## src/rtl/bcd_pkg.sv

```systemverilog
// Shared types and constants for the sequential binary-to-BCD converter.
package bcd_pkg;

  typedef enum logic [1:0] {
    IDLE  = 2'd0,
    SHIFT = 2'd1,
    DONE  = 2'd2
  } bcd_state_t;

  localparam int unsigned BCD_ADJ_THRESH = 5;
  localparam int unsigned BCD_ADJ_ADD    = 3;
  localparam logic [3:0]  BCD_NINE       = 4'h9;

  // Ceiling log2, used to size the shift counter.
  function automatic int unsigned clog2(input int unsigned v);
    int unsigned r;
    int unsigned x;
    r = 0;
    x = 1;
    while (x < v) begin
      x = x << 1;
      r++;
    end
    return r;
  endfunction

endpackage

```

## src/rtl/bcd_digit_adj.sv

```systemverilog
// Single-digit double-dabble cell: adds 3 to a digit of 5 or more, no carry out.
module bcd_digit_adj
  import bcd_pkg::*;
(
  input  logic [3:0] digit,
  output logic [3:0] adj_c
);

  always_comb begin
    adj_c = digit;
    if (digit >= 4'(BCD_ADJ_THRESH)) adj_c = 4'(digit + 4'(BCD_ADJ_ADD));
  end

endmodule

```

## src/rtl/bcd_display_conv.sv

```systemverilog
// Iterative binary-to-BCD converter with valid/ready input, overflow saturation
// and optional leading-zero blanking of digit_en (build with BCD_LZB_EN).
module bcd_display_conv
  import bcd_pkg::*;
#(
  parameter int unsigned BIN_W  = 16,
  parameter int unsigned DIGITS = 8
) (
  input  logic                  clk,
  input  logic                  rst_n,
  input  logic                  in_valid,
  input  logic [BIN_W-1:0]      idata,
  output logic                  in_ready,
  output logic                  out_valid,
  output logic [4*DIGITS-1:0]   bcd_out,
  output logic                  ovf,
  output logic [DIGITS-1:0]     digit_en
);

  localparam int unsigned BCD_W = 4 * DIGITS;
  localparam int unsigned CNT_W = clog2(BIN_W + 1);

  bcd_state_t          state_q, state_d;
  logic [BIN_W-1:0]    bin_q, bin_d;
  logic [BCD_W-1:0]    acc_q, acc_d;
  logic [CNT_W-1:0]    cnt_q, cnt_d;
  logic                sticky_q, sticky_d;
  logic                in_ready_d, out_valid_d, ovf_d;
  logic [BCD_W-1:0]    bcd_d;
  logic [DIGITS-1:0]   en_d, en_c;
  logic [BCD_W-1:0]    adj_c;

  for (genvar g = 0; g < DIGITS; g++) begin : g_adj
    bcd_digit_adj u_adj (
      .digit (acc_q[4*g +: 4]),
      .adj_c (adj_c[4*g +: 4])
    );
  end

`ifdef BCD_LZB_EN
  // A digit is lit when its value or any more significant digit is nonzero.
  always_comb begin
    en_c = '0;
    for (int unsigned i = 0; i < DIGITS; i++) en_c[i] = (acc_q >> (4 * i)) != '0;
    en_c[0] = 1'b1;
    if (sticky_q) en_c = '1;
  end
`else
  assign en_c = '1;
`endif

  always_ff @(posedge clk or negedge rst_n) begin
    if (!rst_n) state_q <= IDLE;
    else        state_q <= state_d;
  end

  always_comb begin
    state_d     = state_q;
    bin_d       = bin_q;
    acc_d       = acc_q;
    cnt_d       = cnt_q;
    sticky_d    = sticky_q;
    out_valid_d = 1'b0;
    bcd_d       = bcd_out;
    ovf_d       = ovf;
    en_d        = digit_en;
    unique case (state_q)
      IDLE: begin
        if (in_valid) begin
          bin_d    = idata;
          acc_d    = '0;
          sticky_d = 1'b0;
          cnt_d    = CNT_W'(BIN_W);
          state_d  = SHIFT;
        end
      end
      SHIFT: begin
        // Adjusted top bit leaving the accumulator means the value does not fit.
        acc_d    = {adj_c[BCD_W-2:0], bin_q[BIN_W-1]};
        bin_d    = bin_q << 1;
        sticky_d = sticky_q | adj_c[BCD_W-1];
        cnt_d    = cnt_q - CNT_W'(1);
        if (cnt_q == CNT_W'(1)) state_d = DONE;
      end
      DONE: begin
        bcd_d       = sticky_q ? {DIGITS{BCD_NINE}} : acc_q;
        ovf_d       = sticky_q;
        en_d        = en_c;
        out_valid_d = 1'b1;
        state_d     = IDLE;
      end
      default: state_d = IDLE;
    endcase
    in_ready_d = (state_d == IDLE);
  end

  always_ff @(posedge clk or negedge rst_n) begin
    if (!rst_n) begin
      bin_q     <= '0;
      acc_q     <= '0;
      cnt_q     <= '0;
      sticky_q  <= 1'b0;
      in_ready  <= 1'b1;
      out_valid <= 1'b0;
      bcd_out   <= '0;
      ovf       <= 1'b0;
      digit_en  <= DIGITS'(1);
    end else begin
      bin_q     <= bin_d;
      acc_q     <= acc_d;
      cnt_q     <= cnt_d;
      sticky_q  <= sticky_d;
      in_ready  <= in_ready_d;
      out_valid <= out_valid_d;
      bcd_out   <= bcd_d;
      ovf       <= ovf_d;
      digit_en  <= en_d;
    end
  end

endmodule

```

## config.mk

```make
export PLATFORM = sky130hd
export DESIGN_NAME = bcd_display_conv
export DESIGN_NICKNAME = d
export VERILOG_FILES = /design/src/rtl/bcd_pkg.sv /design/src/rtl/bcd_digit_adj.sv /design/src/rtl/bcd_display_conv.sv
export SDC_FILE = /design/constraint.sdc
export NUM_CORES = 1
export LEC_CHECK = 0
export BUFFER_PORTS_ARGS = -buffer_cell sky130_fd_sc_hd__buf_4
export CAP_MARGIN = 0
export CORE_ASPECT_RATIO = 0.9
export CORE_UTILIZATION = 40
export DETAILED_ROUTE_END_ITERATION = 10
export PLACE_DENSITY = 0.59
export SLEW_MARGIN = 20
export SYNTH_ARGS = -nofsm -noshare
export SYNTH_HDL_FRONTEND = slang
export SYNTH_SLANG_ARGS = --single-unit
```

## constraint.sdc

```tcl
create_clock -name clk -period 3.05 [get_ports clk]
set_input_delay 0 -clock clk [delete_from_list [all_inputs] [get_ports clk]]
set_output_delay 0 -clock clk [all_outputs]
set_load 0.005 [all_outputs]
```

---- Yosys cells after proc, flatten, opt, wreduce, memory -nomap -nowiden ----
Index checks and enable logic that the tools add are counted.
operators by class
  shift-type cells ........................ 0
  mux-type cells .......................... 21
  order comparisons ....................... 8
  multipliers ............................. 0
  reductions and logical operators ........ 4
  bitwise gates (word level) .............. 1
  equal/unequal tests ..................... 4
  add/sub/neg operators ................... 9
  divide/modulo/power cells ............... 0
operator list
  cell                   count
  $mux W32               2
  $pmux W32 S2           1
  $add A4 B2 Y4 const B  8
  $ge A4 B3 Y1 const B   8
  $mux W4                8
  $pmux W16 S2           1
  $mux W16               1
  $pmux W5 S2            1
  $eq A5 B1 Y1 const B   1
  $mux W5                1
  $sub A5 B1 Y5 const B  1
  $logic_not A2 Y1       2
  $mux W2                2
  $pmux W2 S2            1
  $eq A2 B1 Y1 const B   1
  $eq A2 B2 Y1 const B   1
  $mux W1                2
  $ne A2 B2 Y1 const B   1
  $pmux W1 S2            1
  $reduce_and A2 Y1      1
  $reduce_bool A2 Y1     1
  $or A1 B1 Y1           1
word-level totals
  word-level logic and storage cells ...... 57
  bits of input ports ..................... 19
  output and inout port bits .............. 43
  flip-flop bits (word level) ............. 92
  memory bits (read-only) ................. 0
  memories ................................ 0
  bits in writable memories ............... 0
  bits in latches ......................... 0

---- Depth between registers and ports, before layout ----
  depth in word-level cells ............... 4
  gate-level depth with buffers ........... 6
  gate-level depth less buffers ........... 5

---- Hierarchy ----
From an unflattened synthesis, not the netlist that was laid out.
unflattened totals
  cells, all modules ...................... 475
  area, all modules ....................... 4613.2 µm²
modules (own cells, without submodules)
  module            cells each  area an instance (µm²)  seq. area each (µm²)  times used
  bcd_display_conv  347         3802.4                  2303.5                1
  bcd_digit_adj     16          101.3                   0.0                   8

---- Least setup slack after synthesis ----
No wires, ideal clock.
  path kind ............................... register -> register
  from .................................... register acc_q[28]
  to ...................................... register acc_q[30]
  arrival time ............................ 1.210 ns
  required time ........................... 2.946 ns
  path buffers ............................ 0
  clock period less this slack ............ 1.314 ns
  slack ................................... 1.736 ns
  cell stages (with the launch flop) ...... 6
  library setup time ...................... 0.104 ns
  cell sequence ........................... dfrtp_1 -> inv_1 -> ha_1 -> nor2b_1 -> o21a_1 -> o311ai_1
on the way
  longest elaborated chain between the ends .. 3
  elaborated cells between the ends (all ways) .. 4
  those cells by class .................... 1 x add/sub; 1 x order compare; 2 x mux
RTL lines
  element                                               line                     text
  from (decl)                                           bcd_display_conv.sv:25   logic [BCD_W-1:0] acc_q, acc_d;
  from (signal assigned)                                bcd_display_conv.sv:100  acc_q <= '0;
  from (signal assigned)                                bcd_display_conv.sv:110  acc_q <= acc_d;
  $add A4 B2 Y4 / $ge A4 B3 Y1 (equally long branches)  bcd_digit_adj.sv:11      if (digit >= 4'(BCD_ADJ_THRESH)) adj_c = 4'(digit + 4'(BCD_ADJ_ADD));
  $mux W4 *                                             bcd_digit_adj.sv:11
  $pmux W32 S2 *                                        bcd_display_conv.sv:67   unique case (state_q)
Mark *: on every way between the ends. The rest lies on a longest branch, timed or not.
A chain may end at the register's enable or synchronous reset.

---- Final worst setup path ----
  from .................................... register state_q[0]
  to ...................................... register ovf
on the way
  longest elaborated chain between the ends .. 1
RTL lines
  element                 line                     text
  from (decl)             bcd_display_conv.sv:23   bcd_state_t state_q, state_d;
  from (signal assigned)  bcd_display_conv.sv:54   else state_q <= state_d;
  $eq A2 B2 Y1            bcd_display_conv.sv:67
  to (signal assigned)    bcd_display_conv.sv:116  ovf <= ovf_d;
  to (decl)               bcd_display_conv.sv:16   output logic ovf,
No other way between the ends.

==> run_results.csv <==
group,metric,value,unit
status,outcome,"finished, final reports clean",
place,place_area,5034,µm²
pwr,leakagePower,0.002447,µW
synth,ys_seq_area_share,50.95,%
floorplanning,dieWidth,114.1,µm
layout,syn2layout_area_growth,22.34,%
critical_path,critPathMaxStageDelay,0.87,ns
layout,fin_area,5530,µm²
layout,n_antenna_cell,0,
pwr,power.share.combinational,38.4,%
critical_path,path_max_fanout,28,
global_route,antenna_found_initial,0,
critical_path,critPathRequiredTime,3.28,ns
floorplanning,io_pins,62,
synth,yosys-top-cells-area,"dfrtp_1, nand2_1, ha_1",
synth,synth_mux_area_share,0.4705,%
routing,postRouteAntennaNets,0,
critical_path,worstSetupEndpointType,"flop",
layout,ff_latch_area,2303,µm²
synth,synth-xor-area-share,1.550,%
synth,yosys_register_bits,92,
routing,avgRoutedWirePerCell,14.78,µm
critical_path,start_kind,"flop",
place,hpwl,6.383,mm
pwr,p_per_area,959.6,nW/µm²
clock_tree,cts_tree,"built",
clock_tree,numCtsBuffers,9,
flow_run,maxCapViolations,0,
sta,setup_tns,0,ns
sta,relSlewSlack,46.02,%
clock_tree,clockBufferDepth,2,
sta,fin_crit,2.039,ns
pwr,p_sw,1951,µW
clock_tree,htreeDepth,3,
sta,worst_pin_slew,0.8096,ns
layout,fillers,1010,
critical_path,critPathBufInv,0,
layout,final_util,50.73,%
sta,fmax,490.5,MHz
pwr,seq_power_share,38.8,%
routing,avgViaCountPerCell,5.239,
layout,nets,538,
routing,drc,0,
clock_tree,clock_latency,0.34,ns
critical_path,path_class,"reg -> reg",
global_route,grt-ovfl-total,0,
clock_tree,clock-sinks,92,
synth,syn-num-nets,477,
pwr,clockPowerShare,22.8,%
sta,fin_crit_sh,66.84,%
critical_path,worstPathArrival,2.27,ns
global_route,grt_usage,17.68,%
routing,firstDrtPassIters,5,
routing,first_iter_violations,253,
synth,synth_cell_types,42,
place,dp_cells,625,
global_route,grt_max_degree,46,
layout,final_cell_count_no_fill,658,
floorplanning,placementRows,36,
routing,drt_wl_total,9.722,mm
floorplanning,initial_utilization,41.47,%
synth,yosys.area_share.simple,10.46,%
synth,syn_inst,440,
pwr,p_int,3356,µW
synth,synth_top_family_by_area,"compound AO/OA/AOI/OAI gates",
synth,synth_area_per_cell,10.27,µm²
clock_tree,cts_resized,0,
floorplanning,die_h,102.9,µm
global_route,grt_pass1_vias,3318,
pwr,sw_frac_of_total,36.76,%
sta,finClkSkew,0.007293,ns
synth,synth_compound_area_share,23.97,%
layout,multiInputGateArea,1882,µm²
synth,synth.cell_area,4521,µm²
sta,rsz0062_at_grt,"no",
clock_tree,clk_pin_slew,0.07,ns
synth,yosys.area.top_type,"dfrtp_1",
clock_tree,cts_root_buffer,"clkbuf_16",
critical_path,crit_family,"flip-flops",
min_path,min_path_type,"in -> reg",
sta,hold_viol_final,0,
synth,yosys.area_share.adder,4.982,%
critical_path,path_cells,"nand2b_2, mux2_2",
pwr,ir_drop,0.0004139,V
place,gp_congestion,0.7944,
synth,synth_largest_type_area_fraction,50.37,%
routing,vias,3447,
floorplanning,dieArea,11730,µm²
floorplanning,core,10900,µm²
layout,final_common_cell,"dfrtp_1",
layout,drive_above_1_share,19.37,%
synth,ys_warn_count,0,
layout,mostFrequentLayoutCells,"dfrtp_1, nand2_1, buf_4",
critical_path,crit_slowest_cell,"dfrtp_1",
sta,setup_violations,0,
global_route,grt_pass1_wl,16.17,mm
place,place.port_buffers,60,
sta,holdWs,0.1735,ns
sta,slew_violations,0,
layer usage:
layer | GRT usage [%] | up-vias | share of wire [%]
li1 | - | 1685 | -
met1 | 23.45 | 1685 | 49
met2 | 28.95 | 69 | 46
met3 | 4.409 | 8 | 3.9
met4 | 5.095 | 0 | 1.0
met5 | 0 | - | 0
synthesized netlist by cell type (all sizes together):
library cell  count
nand3b            1
and2              1
nand2            67
dfrtp            91
clkbuf            8
a22oi            15
o311ai            8
nand2b            3
conb              1
or3b              1
ha               18
mux2i             1
a32o              8
a22o              1
nor4              1
xnor2             8
nor2b            10
o21ba             1
nor2             17
nor3b             1
o221ai            8
nand3             2
a311oi            1
o21a              8
o21ai            43
dfstp             1
o2111ai          16
mux2              1
a41oi             1
buf              27
inv              36
o31ai            26
o32ai             7
nor4b             1
cell type report:
cell class	instances	share of cell area (%)
clock buffers	11	4.389
clock inverters	5	1.516
inverters	36	2.443
multi-input cells	277	34.03
flip-flops and latches	92	41.65
well taps	152	3.439
repair buffers	85	12.53
state kept, by name, summed over array words and instances (netlist names):
register	count
bin_q	16
state_q	2
ovf	1
acc_q	32
cnt_q	5
digit_en	1
in_ready	1
bcd_out	32
sticky_q	1
out_valid	1
power groups by stage:
stage               clock [µW]  combinational, µW  sequential (µW)
global route              1300               2310             2120
global placement             0               1980             2060
detailed placement           0               2040             2080
CTS                       1240               2060             2060
finish                    1210               2040             2060
floorplan                    0               1470             1970
worst paths after layout:
path	endpoint	cells past startpoint	slack, ns	from
worst max-delay path	ovf	2	1.01	state_q[0]
worst min-delay path	acc_q[0]	3	0.17	in_valid
worst max register to register	ovf	2	1.01	state_q[0]
worst min register to register	bcd_out[12]	2	0.48	bcd_out[12]
max in group asynchronous	cnt_q[3]	3	2.04	rst_n
min in group asynchronous	out_valid	2	0.21	rst_n
stage by stage:
step	worst slack [ns]	total power, µW
3_5_place_dp	1.026	4120
4_1_cts	1.007	5364
3_3_place_gp	1.048	4039
2_1_floorplan	1.736	3445
6_report	1.011	5307
5_1_grt	0.8603	5731
cell families (layout without fill, tap and decap cells):
| logic type | count (synthesis) | count (layout) |
|---|---|---|
| AO/OA/AOI/OAI | 143 | 143 |
| XOR/XNOR | 8 | 8 |
| adder cells (fa/ha/maj) | 18 | 18 |
| buffers and inverters | 71 | 137 |
| flip-flops | 92 | 92 |
| multiplexers | 2 | 2 |
| other | 1 | 1 |
| AND/OR/NAND/NOR | 105 | 105 |
timing repair:
item                                   in CTS  in global routing
buffers inserted                            0                  0
hold buffers                               17                  0
endpoints found under the hold margin      58                  0
worst register-to-register path, delay by kind of cell, from the launching register on:
kind,cells,cell delay (ns)
DFF,1,0.87
and+or+nand+nor,1,0.66
muxes,1,0.40
Note: power is estimated with default switching activity, not from simulation.
